===== src/rtl/pipelined_shifter.sv =====
// ---------------------------------------------------------------------------
// pipelined_shifter
//
// Registered barrel shifter with a valid/ready handshake on both sides.
// The shift is split into SHAMT_W log-levels (level k shifts by 2^k when
// b[k] is set). The levels are spread across STAGES register stages.
// Each stage register carries valid, data, shift amount, op, tag and the
// fill bit, so the result leaves the last stage together with its tag.
//
// Ops: 00 SLL, 10 SRL, 11 SRA, 01 ROR.
// Optional feature macro: PIPELINED_SHIFTER_ROTATE_EN
//   defined   -> op 01 rotates right by in_b
//   undefined -> no rotate datapath is built; op 01 returns 0
//
// Ports:
//   clk          clock, rising edge
//   rst          asynchronous active-high reset
//   in_valid     request valid
//   in_ready     shifter can take a request this cycle
//   in_a         operand
//   in_b         shift amount (SHAMT_W bits)
//   in_op        operation select
//   in_tag       sideband tag returned with the result
//   out_valid    result valid
//   out_ready    consumer accepts the result
//   out_result   shifted value
//   out_tag      tag belonging to out_result
// ---------------------------------------------------------------------------
module pipelined_shifter #(
    parameter int  DATA_WIDTH = 32,
    parameter int  STAGES     = 2,
    parameter int  TAG_WIDTH  = 4,
    localparam int SHAMT_W    = $clog2(DATA_WIDTH)
) (
    input  logic                  clk,
    input  logic                  rst,
    input  logic                  in_valid,
    output logic                  in_ready,
    input  logic [DATA_WIDTH-1:0] in_a,
    input  logic [SHAMT_W-1:0]    in_b,
    input  logic [1:0]            in_op,
    input  logic [TAG_WIDTH-1:0]  in_tag,
    output logic                  out_valid,
    input  logic                  out_ready,
    output logic [DATA_WIDTH-1:0] out_result,
    output logic [TAG_WIDTH-1:0]  out_tag
);

    localparam logic [1:0] OP_SLL = 2'b00;
    localparam logic [1:0] OP_ROR = 2'b01;
    localparam logic [1:0] OP_SRA = 2'b11;

    logic                  valid_q [STAGES];
    logic                  valid_d [STAGES];
    logic [DATA_WIDTH-1:0] data_q  [STAGES];
    logic [DATA_WIDTH-1:0] data_d  [STAGES];
    logic [SHAMT_W-1:0]    b_q     [STAGES];
    logic [SHAMT_W-1:0]    b_d     [STAGES];
    logic [1:0]            op_q    [STAGES];
    logic [1:0]            op_d    [STAGES];
    logic [TAG_WIDTH-1:0]  tag_q   [STAGES];
    logic [TAG_WIDTH-1:0]  tag_d   [STAGES];
    logic                  fill_q  [STAGES];
    logic                  fill_d  [STAGES];

    logic [STAGES-1:0]     stage_adv;
    logic [DATA_WIDTH-1:0] entry_data;
    logic                  entry_fill;

    // One log-level of the barrel shifter. Right shifts pull in the fill
    // bit at the top; rotate pulls in the bits that fell off the bottom.
    function automatic logic [DATA_WIDTH-1:0] shift_level(
        input logic [DATA_WIDTH-1:0] d,
        input logic [1:0]            op,
        input logic                  fill,
        input int                    amt
    );
        logic [DATA_WIDTH-1:0] fill_mask;
        fill_mask = fill ? ~({DATA_WIDTH{1'b1}} >> amt) : '0;
        case (op)
            OP_SLL: return d << amt;
`ifdef PIPELINED_SHIFTER_ROTATE_EN
            OP_ROR: return (d >> amt) | (d << (DATA_WIDTH - amt));
`else
            // Data was zeroed at entry, so passing it through keeps it 0.
            OP_ROR: return d;
`endif
            default: return (d >> amt) | fill_mask;
        endcase
    endfunction

    // Apply every level that belongs to the given stage.
    function automatic logic [DATA_WIDTH-1:0] apply_levels(
        input logic [DATA_WIDTH-1:0] d,
        input logic [SHAMT_W-1:0]    b,
        input logic [1:0]            op,
        input logic                  fill,
        input int                    stage
    );
        logic [DATA_WIDTH-1:0] r;
        r = d;
        for (int k = 0; k < SHAMT_W; k++) begin
            if (((k * STAGES) / SHAMT_W) == stage && b[k]) begin
                r = shift_level(r, op, fill, 1 << k);
            end
        end
        return r;
    endfunction

    // Fill bit and operand as they enter stage 0. With rotate disabled the
    // undefined op is forced to zero here so it flows through as 0.
    always_comb begin
        entry_fill = (in_op == OP_SRA) ? in_a[DATA_WIDTH-1] : 1'b0;
`ifdef PIPELINED_SHIFTER_ROTATE_EN
        entry_data = in_a;
`else
        entry_data = (in_op == OP_ROR) ? '0 : in_a;
`endif
    end

    // Ready chain from the output back to the input: a stage may load when
    // it is empty or when its contents move on downstream in the same cycle.
    always_comb begin
        logic chain;
        chain     = out_ready;
        stage_adv = '0;
        for (int i = STAGES - 1; i >= 0; i--) begin
            chain        = !valid_q[i] || chain;
            stage_adv[i] = chain;
        end
    end

    assign in_ready = stage_adv[0];

    // Next-state of every stage register. Payload is only reloaded when a
    // valid op moves in, so a draining stage keeps its last result.
    always_comb begin
        valid_d[0] = valid_q[0];
        data_d[0]  = data_q[0];
        b_d[0]     = b_q[0];
        op_d[0]    = op_q[0];
        tag_d[0]   = tag_q[0];
        fill_d[0]  = fill_q[0];
        if (stage_adv[0]) begin
            valid_d[0] = in_valid;
            if (in_valid) begin
                data_d[0] = apply_levels(entry_data, in_b, in_op, entry_fill, 0);
                b_d[0]    = in_b;
                op_d[0]   = in_op;
                tag_d[0]  = in_tag;
                fill_d[0] = entry_fill;
            end
        end

        for (int i = 1; i < STAGES; i++) begin
            valid_d[i] = valid_q[i];
            data_d[i]  = data_q[i];
            b_d[i]     = b_q[i];
            op_d[i]    = op_q[i];
            tag_d[i]   = tag_q[i];
            fill_d[i]  = fill_q[i];
            if (stage_adv[i]) begin
                valid_d[i] = valid_q[i-1];
                if (valid_q[i-1]) begin
                    data_d[i] = apply_levels(data_q[i-1], b_q[i-1], op_q[i-1],
                                             fill_q[i-1], i);
                    b_d[i]    = b_q[i-1];
                    op_d[i]   = op_q[i-1];
                    tag_d[i]  = tag_q[i-1];
                    fill_d[i] = fill_q[i-1];
                end
            end
        end
    end

    // Stage registers; reset empties the pipe and clears the payload.
    always_ff @(posedge clk or posedge rst) begin
        if (rst) begin
            for (int i = 0; i < STAGES; i++) begin
                valid_q[i] <= 1'b0;
                data_q[i]  <= '0;
                b_q[i]     <= '0;
                op_q[i]    <= '0;
                tag_q[i]   <= '0;
                fill_q[i]  <= 1'b0;
            end
        end else begin
            for (int i = 0; i < STAGES; i++) begin
                valid_q[i] <= valid_d[i];
                data_q[i]  <= data_d[i];
                b_q[i]     <= b_d[i];
                op_q[i]    <= op_d[i];
                tag_q[i]   <= tag_d[i];
                fill_q[i]  <= fill_d[i];
            end
        end
    end

    assign out_valid  = valid_q[STAGES-1];
    assign out_result = data_q[STAGES-1];
    assign out_tag    = tag_q[STAGES-1];

endmodule


===== config.mk =====
export PLATFORM = sky130hd
export DESIGN_NAME = pipelined_shifter
export DESIGN_NICKNAME = d
export VERILOG_FILES = /design/src/rtl/pipelined_shifter.sv
export SDC_FILE = /design/constraint.sdc
export NUM_CORES = 1
export LEC_CHECK = 0
export BUFFER_PORTS_ARGS = -buffer_cell sky130_fd_sc_hd__buf_2
export CAP_MARGIN = 10
export CORE_MARGIN = 1
export CORE_UTILIZATION = 40
export DETAILED_ROUTE_END_ITERATION = 10
export GPL_ROUTABILITY_DRIVEN = 0
export PLACE_DENSITY = 0.6
export RECOVER_POWER = 50
export SYNTH_ARGS = -nofsm -noshare
export SYNTH_HDL_FRONTEND = slang
export SYNTH_SLANG_ARGS = --single-unit

===== constraint.sdc =====
create_clock -name clk -period 2.5 [get_ports clk]
set_input_delay 0.375 -clock clk [delete_from_list [all_inputs] [get_ports clk]]
set_output_delay 0.375 -clock clk [all_outputs]
set_load 0.005 [all_outputs]

After elaboration in Yosys (flattened, before gate mapping)
Cells that the tools add are included.
{"block": "totals", "regBits": 82, "output_inout_bits": 38, "elab_cells": 48}
{"block": "classes", "n_eq_ne": 3, "mux": 23, "n_bitwise": 5, "n_reduce_logical": 8}
{"operator": "$mux 32", "n": 17}
{"operator": "$pmux 32 s2", "n": 5}
{"operator": "$or 16x32->32", "n": 1}
{"operator": "$or 24x32->32", "n": 1}
{"operator": "$or 28x32->32", "n": 1}
{"operator": "$or 30x32->32", "n": 1}
{"operator": "$or 31x32->32", "n": 1}
{"operator": "$eq 2x1->1 const B", "n": 2}
{"operator": "$logic_not 2->1", "n": 2}
{"operator": "$reduce_and 2->1", "n": 2}
{"operator": "$eq 2x2->1 const B", "n": 1}
{"operator": "$logic_not 1->1", "n": 2}
{"operator": "$logic_or 1x1->1", "n": 2}
{"operator": "$mux 1", "n": 1}

Longest topological paths before layout
{"block": "depth", "depth_word": 16, "mapped_depth": 8, "ltp_nobuf": 5}

Worst setup path before layout
No wires, ideal clock.
{"block": "synth_path", "path_kind": "input -> register", "start": "input port in_b[0]", "end": "register data_q[37] (netlist bit)", "setup_time_ps": 123, "arrival_time_ps": 1576, "required_time_ps": 2377, "path_slack_ps": 802, "cell_stages": 8, "path_buffers": 3, "cell_sequence": "buf_6 buf_6 buf_6 mux2i_1 o22ai_1 a32o_1 a221oi_2 nor2_1"}
{"block": "synth_between", "elab_chain_len": 11}
{"element": "start, declared", "line": "40", "rtl": "input logic [SHAMT_W-1:0] in_b,"}
{"element": "$mux 32 (*)", "line": "103", "rtl": "if (((k * STAGES) / SHAMT_W) == stage && b[k]) begin"}
{"element": "$mux 32 (*)", "line": "146", "rtl": "if (in_valid) begin"}
{"element": "$mux 32 (*)", "line": "144", "rtl": "if (stage_adv[0]) begin"}
{"element": "$or 30x32->32", "line": "88", "rtl": "default: return (d >> amt) | fill_mask;"}
{"element": "$pmux 32 s2", "line": "80", "rtl": "case (op)"}
{"element": "$mux 32 (*)", "line": "103"}
{"element": "$mux 32 (*)", "line": "146"}
{"element": "$mux 32 (*)", "line": "144"}
{"element": "$or 28x32->32", "line": "88"}
{"element": "$pmux 32 s2", "line": "80"}
{"element": "$mux 32 (*)", "line": "103"}
{"element": "end signal, assigned by index", "line": "190", "rtl": "data_q[i] <= data_d[i];"}
{"element": "end, declared", "line": "55", "rtl": "logic [DATA_WIDTH-1:0] data_q [STAGES];"}
Mark *: on every way between the ends. The rest lies on a longest branch, timed or not. The select of a mux whose other input is x is not followed.
A chain may end at the register's enable or synchronous reset.

Final worst setup path
{"block": "layout_path", "start": "register op_q[2] (netlist bit)", "end": "register data_q (netlist bit out_result[1])"}
{"block": "layout_between", "elab_chain_len": 8, "word_cells_on_any_way": 9, "cone_classes": "1 x eq/ne; 6 x mux; 1 x bitwise; 1 x reduce/logical"}
{"element": "start, declared", "line": "59", "rtl": "logic [1:0] op_q [STAGES];"}
{"element": "start signal, assigned by index", "line": "192", "rtl": "op_q[i] <= op_d[i];"}
{"element": "$eq 2x1->1 or $logic_not 2->1 (tied branches)", "line": "80"}
{"element": "$pmux 32 s2", "line": "80"}
{"element": "$mux 32", "line": "103"}
{"element": "$mux 32", "line": "164", "rtl": "if (valid_q[i-1]) begin"}
{"element": "$mux 32", "line": "162", "rtl": "if (stage_adv[i]) begin"}
{"element": "$or 16x32->32", "line": "88"}
{"element": "$pmux 32 s2", "line": "80"}
{"element": "$mux 32 (*)", "line": "103"}
Marks and branches as above.

==> metrics.md <==
| Metric | Value |
|---|---|
| Fin Setup TNS | `0 ps` |
| Area leader, netlist | `dfrtp_1` |
| Mapped Area | `6912 um2` |
| Remaining antenna violation count | `0` |
| Final period utilization | `0.7972` |
| CTS tree | `yes` |
| Final period demand of the worst path | `between 1500 and 2000 ps` |
| Clock Path Buffers | `2` |
| Slew @ Worst Pin | `1813 ps` |
| DR WL met3 | `roughly 2300 um` |
| Metal1 wirelength | `10290 um` |
| Clock Skew | `approximately 8.3 ps` |
| Peak VDD IR | `between 0.3 and 0.4 mV` |
| Ys flop type | `dfrtp_1` |
| Placed cell areas | `approximately 7300 um2` |
| Vias per std cell | `approximately 6.5` |
| CTS root buffer | `clkbuf_16` |
| Status | `finished, violations left` |
| Die span in x | `133.5 um` |
| Number of global-route vias before repair | `6383` |
| Max-cap violation count | `1` |
| N_diodes | `0` |
| Postcts setup bufs | `0` |
| Pwr Total | `5.093 mW` |
| YS warnings | `0` |
| Cts hold-fix bufs | `0` |
| Leakage power | `3.216 nW` |
| Initial Util | `0.4138` |
| Fraction of layout cells with a size suffix above 1 | `0.1771` |
| Violated checks | `max-capacitance violations, max-slew violations` |
| CTS buffer count | `9` |
| RSZ-0062 raised after global routing | `false` |
| Critical Path End Type | `flop` |
| DRC Markers | `0` |
| Netlist cell types | `61` |
| Slew Limit Headroom | `-0.2099` |
| Top Metal Used | `met4` |
| Area Growth Syn to Fin | `10.41%` |
| Final Setup Violations | `0` |
| Largest net degree at the start of global routing | `67` |
| Rows | `47` |
| Startpoint class of the critical path | `flop` |
| Synth async-reset ratio | `1.000` |
| GRT overflow | `0` |
| Gate Count Post-Synth | `860` |
| Worst EP arrival | `roughly 2200 ps` |
| PostCTS Resize Cnt | `0` |
| Sequential fraction of the synthesis area | `0.2860` |
| Max Fclk | `0.5018 GHz` |
| WL/cell | `about 21 um` |
| CP max-delay cell | `dfrtp_1` |
| H-tree depth | `3` |
| Pwr per Cell Area | `667.5 nW/um2` |
| Critical path peak fanout | `16` |
| DP HPWL | `17250 um` |
| Post-Syn Nets | `907` |
| Share of the synthesized area in the top cell type | `0.2860` |
| Clk Latency, worst-skew pair | `340 ps` |
| # port buffers | `84` |
| Clock Sinks | `79` |
| Post-Layout Cell Count | `between 1000 and 1500` |
| Final net count | `925` |
| Antenna violations before repair | `0` |
| I/O Pins | `85` |
| CP cell instances | `or2b_1, nand2_1, a22o_1, a222oi_1, o21ai_0` |
| Fin area | `7631 um2` |
| First-pass GRT wire length | `about 37000 um` |
| Syn_area_per_cell | `8.037 um2` |
| Kind of critical path | `reg2reg` |
| DIE AREA | `between 15000 and 20000 um2` |
| Total track usage | `0.2612` |
| Placed cell count | `1087` |
| CP peak stage delay | `440 ps` |
| Die Y-Extent | `133.5 um` |
| Core ar. | `16700 um2` |
| Slew Limit Fails | `47` |
| Hold Vio Cnt, Final | `0` |
| Hold crit path type | `in2reg` |
| Total number of vias | `between 7000 and 8000` |
| First drt pass iteration count | `6` |
| Clock transition at the registers of the reported paths | `roughly 60 ps` |
| DRT Wirelength | `23220 um` |
| Main area contributors after synthesis | `dfrtp_1 (29%), mux2i_1 (6.7%), o21ai_0 (5.9%)` |
| Req. time, crit path | `2710 ps` |
| Number of synthesized flops with an enable pin | `0` |
| FF+latch count, synth | `79` |
| DR iter-0 viols | `around 940` |
| WL met2 | `~9800 um` |
==> sequential cells by signal, summed over array words and instances, names as in the netlist <==
name,flops
data_q,32
valid_q,1
b_q,2
out_tag,4
out_result,32
op_q,2
tag_q,4
fill_q,1
out_valid,1
==> cell type report <==
type / count / area, um2
inverters: 12 / 45.04
clock inverters: 4 / 95.09
fillers: 1708 / 9070
clock buffers: 10 / 239.0
multi-input cells: 651 / 4209
repair buffers: 125 / 790.8
flip-flops and latches: 79 / 1977
well taps: 220 / 275.3
==> synthesized netlist by cell type (12+ instances only) <==
| master | count |
|---|---|
| nand2_1 | 98 |
| o21ai_0 | 81 |
| dfrtp_1 | 79 |
| a21oi_1 | 50 |
| mux2i_1 | 46 |
| buf_4 | 43 |
| nor2_1 | 40 |
| clkbuf_1 | 36 |
| a22o_1 | 34 |
| buf_2 | 28 |
| o22ai_1 | 26 |
| a22oi_1 | 25 |
| nand3_1 | 25 |
| nor2b_1 | 24 |
| o22a_1 | 22 |
| nand2b_1 | 19 |
| nor3_1 | 14 |
| o211ai_1 | 12 |
==> worst paths after layout <==
path | startpoint | endpoint | slack [ps] | cells after the start
worst max-delay path | op_q[2] | out_result[1] | 510 | 5
worst min-delay path | in_tag[1] | tag_q[5] | 230 | 3
worst max register to register | op_q[2] | out_result[1] | 510 | 5
worst min register to register | out_result[6] | out_result[6] | 470 | 2
max in group asynchronous | rst | out_valid | 830 | 2
min in group asynchronous | rst | tag_q[7] | 610 | 2
==> routing by layer <==
metal  GRT usage  up-vias
li1            -     3286
met1      0.3856     3338
met2      0.3779      475
met3     0.04224       60
met4      0.1004        0
met5           0        -
==> metrics by stage <==
| stage | hold slack [ps] | setup WS, ps | utilization |
|---|---|---|---|
| 2_1_floorplan | 441.7 | 101.6 | - |
| 3_5_place_dp | 466.1 | 333.2 | 0.4371 |
| 5_1_grt | 233.6 | 305.7 | 0.4569 |
| 3_3_place_gp | 456.3 | 328.1 | 0.4371 |
| 6_report | 228.4 | 507.1 | 0.4569 |
| 4_1_cts | 199.9 | 508.0 | 0.4571 |
==> where the power goes <==
group          leakage [nW]  total [mW]  internal, mW  switching (mW)
sequential            0.953        1.84          1.57           0.272
clock                 0.164        1.47         0.989           0.482
combinational          2.10        1.78         0.774            1.01
==> kinds of logic (layout without fill, tap and decap cells) <==
kind of cell / Yosys count / after routing / share of synthesized area
mux: 56 / 56 / 0.08291
simple gates: 239 / 239 / 0.1608
compound gates: 356 / 356 / 0.3648
buf+inv: 130 / 151 / 0.1055
flops: 79 / 79 / 0.2860
==> cells in the final DEF (no fill, tap or decap), types with 26 or more instances in the layout <==
master	count
mux2i_1	46
o21ai_0	81
a21oi_1	50
nor2_1	40
buf_2	81
a22o_1	34
buf_4	37
o22ai_1	26
dfrtp_1	79
nand2_1	97
==> critical path, delay by kind of cell (launching register included) <==
kind | cells | cell delay, ps
AND/OR/NAND/NOR | 2 | 580
flip-flops | 1 | 440
AO/OA/AOI/OAI | 3 | 840
Power figures use the tool's default switching activity.
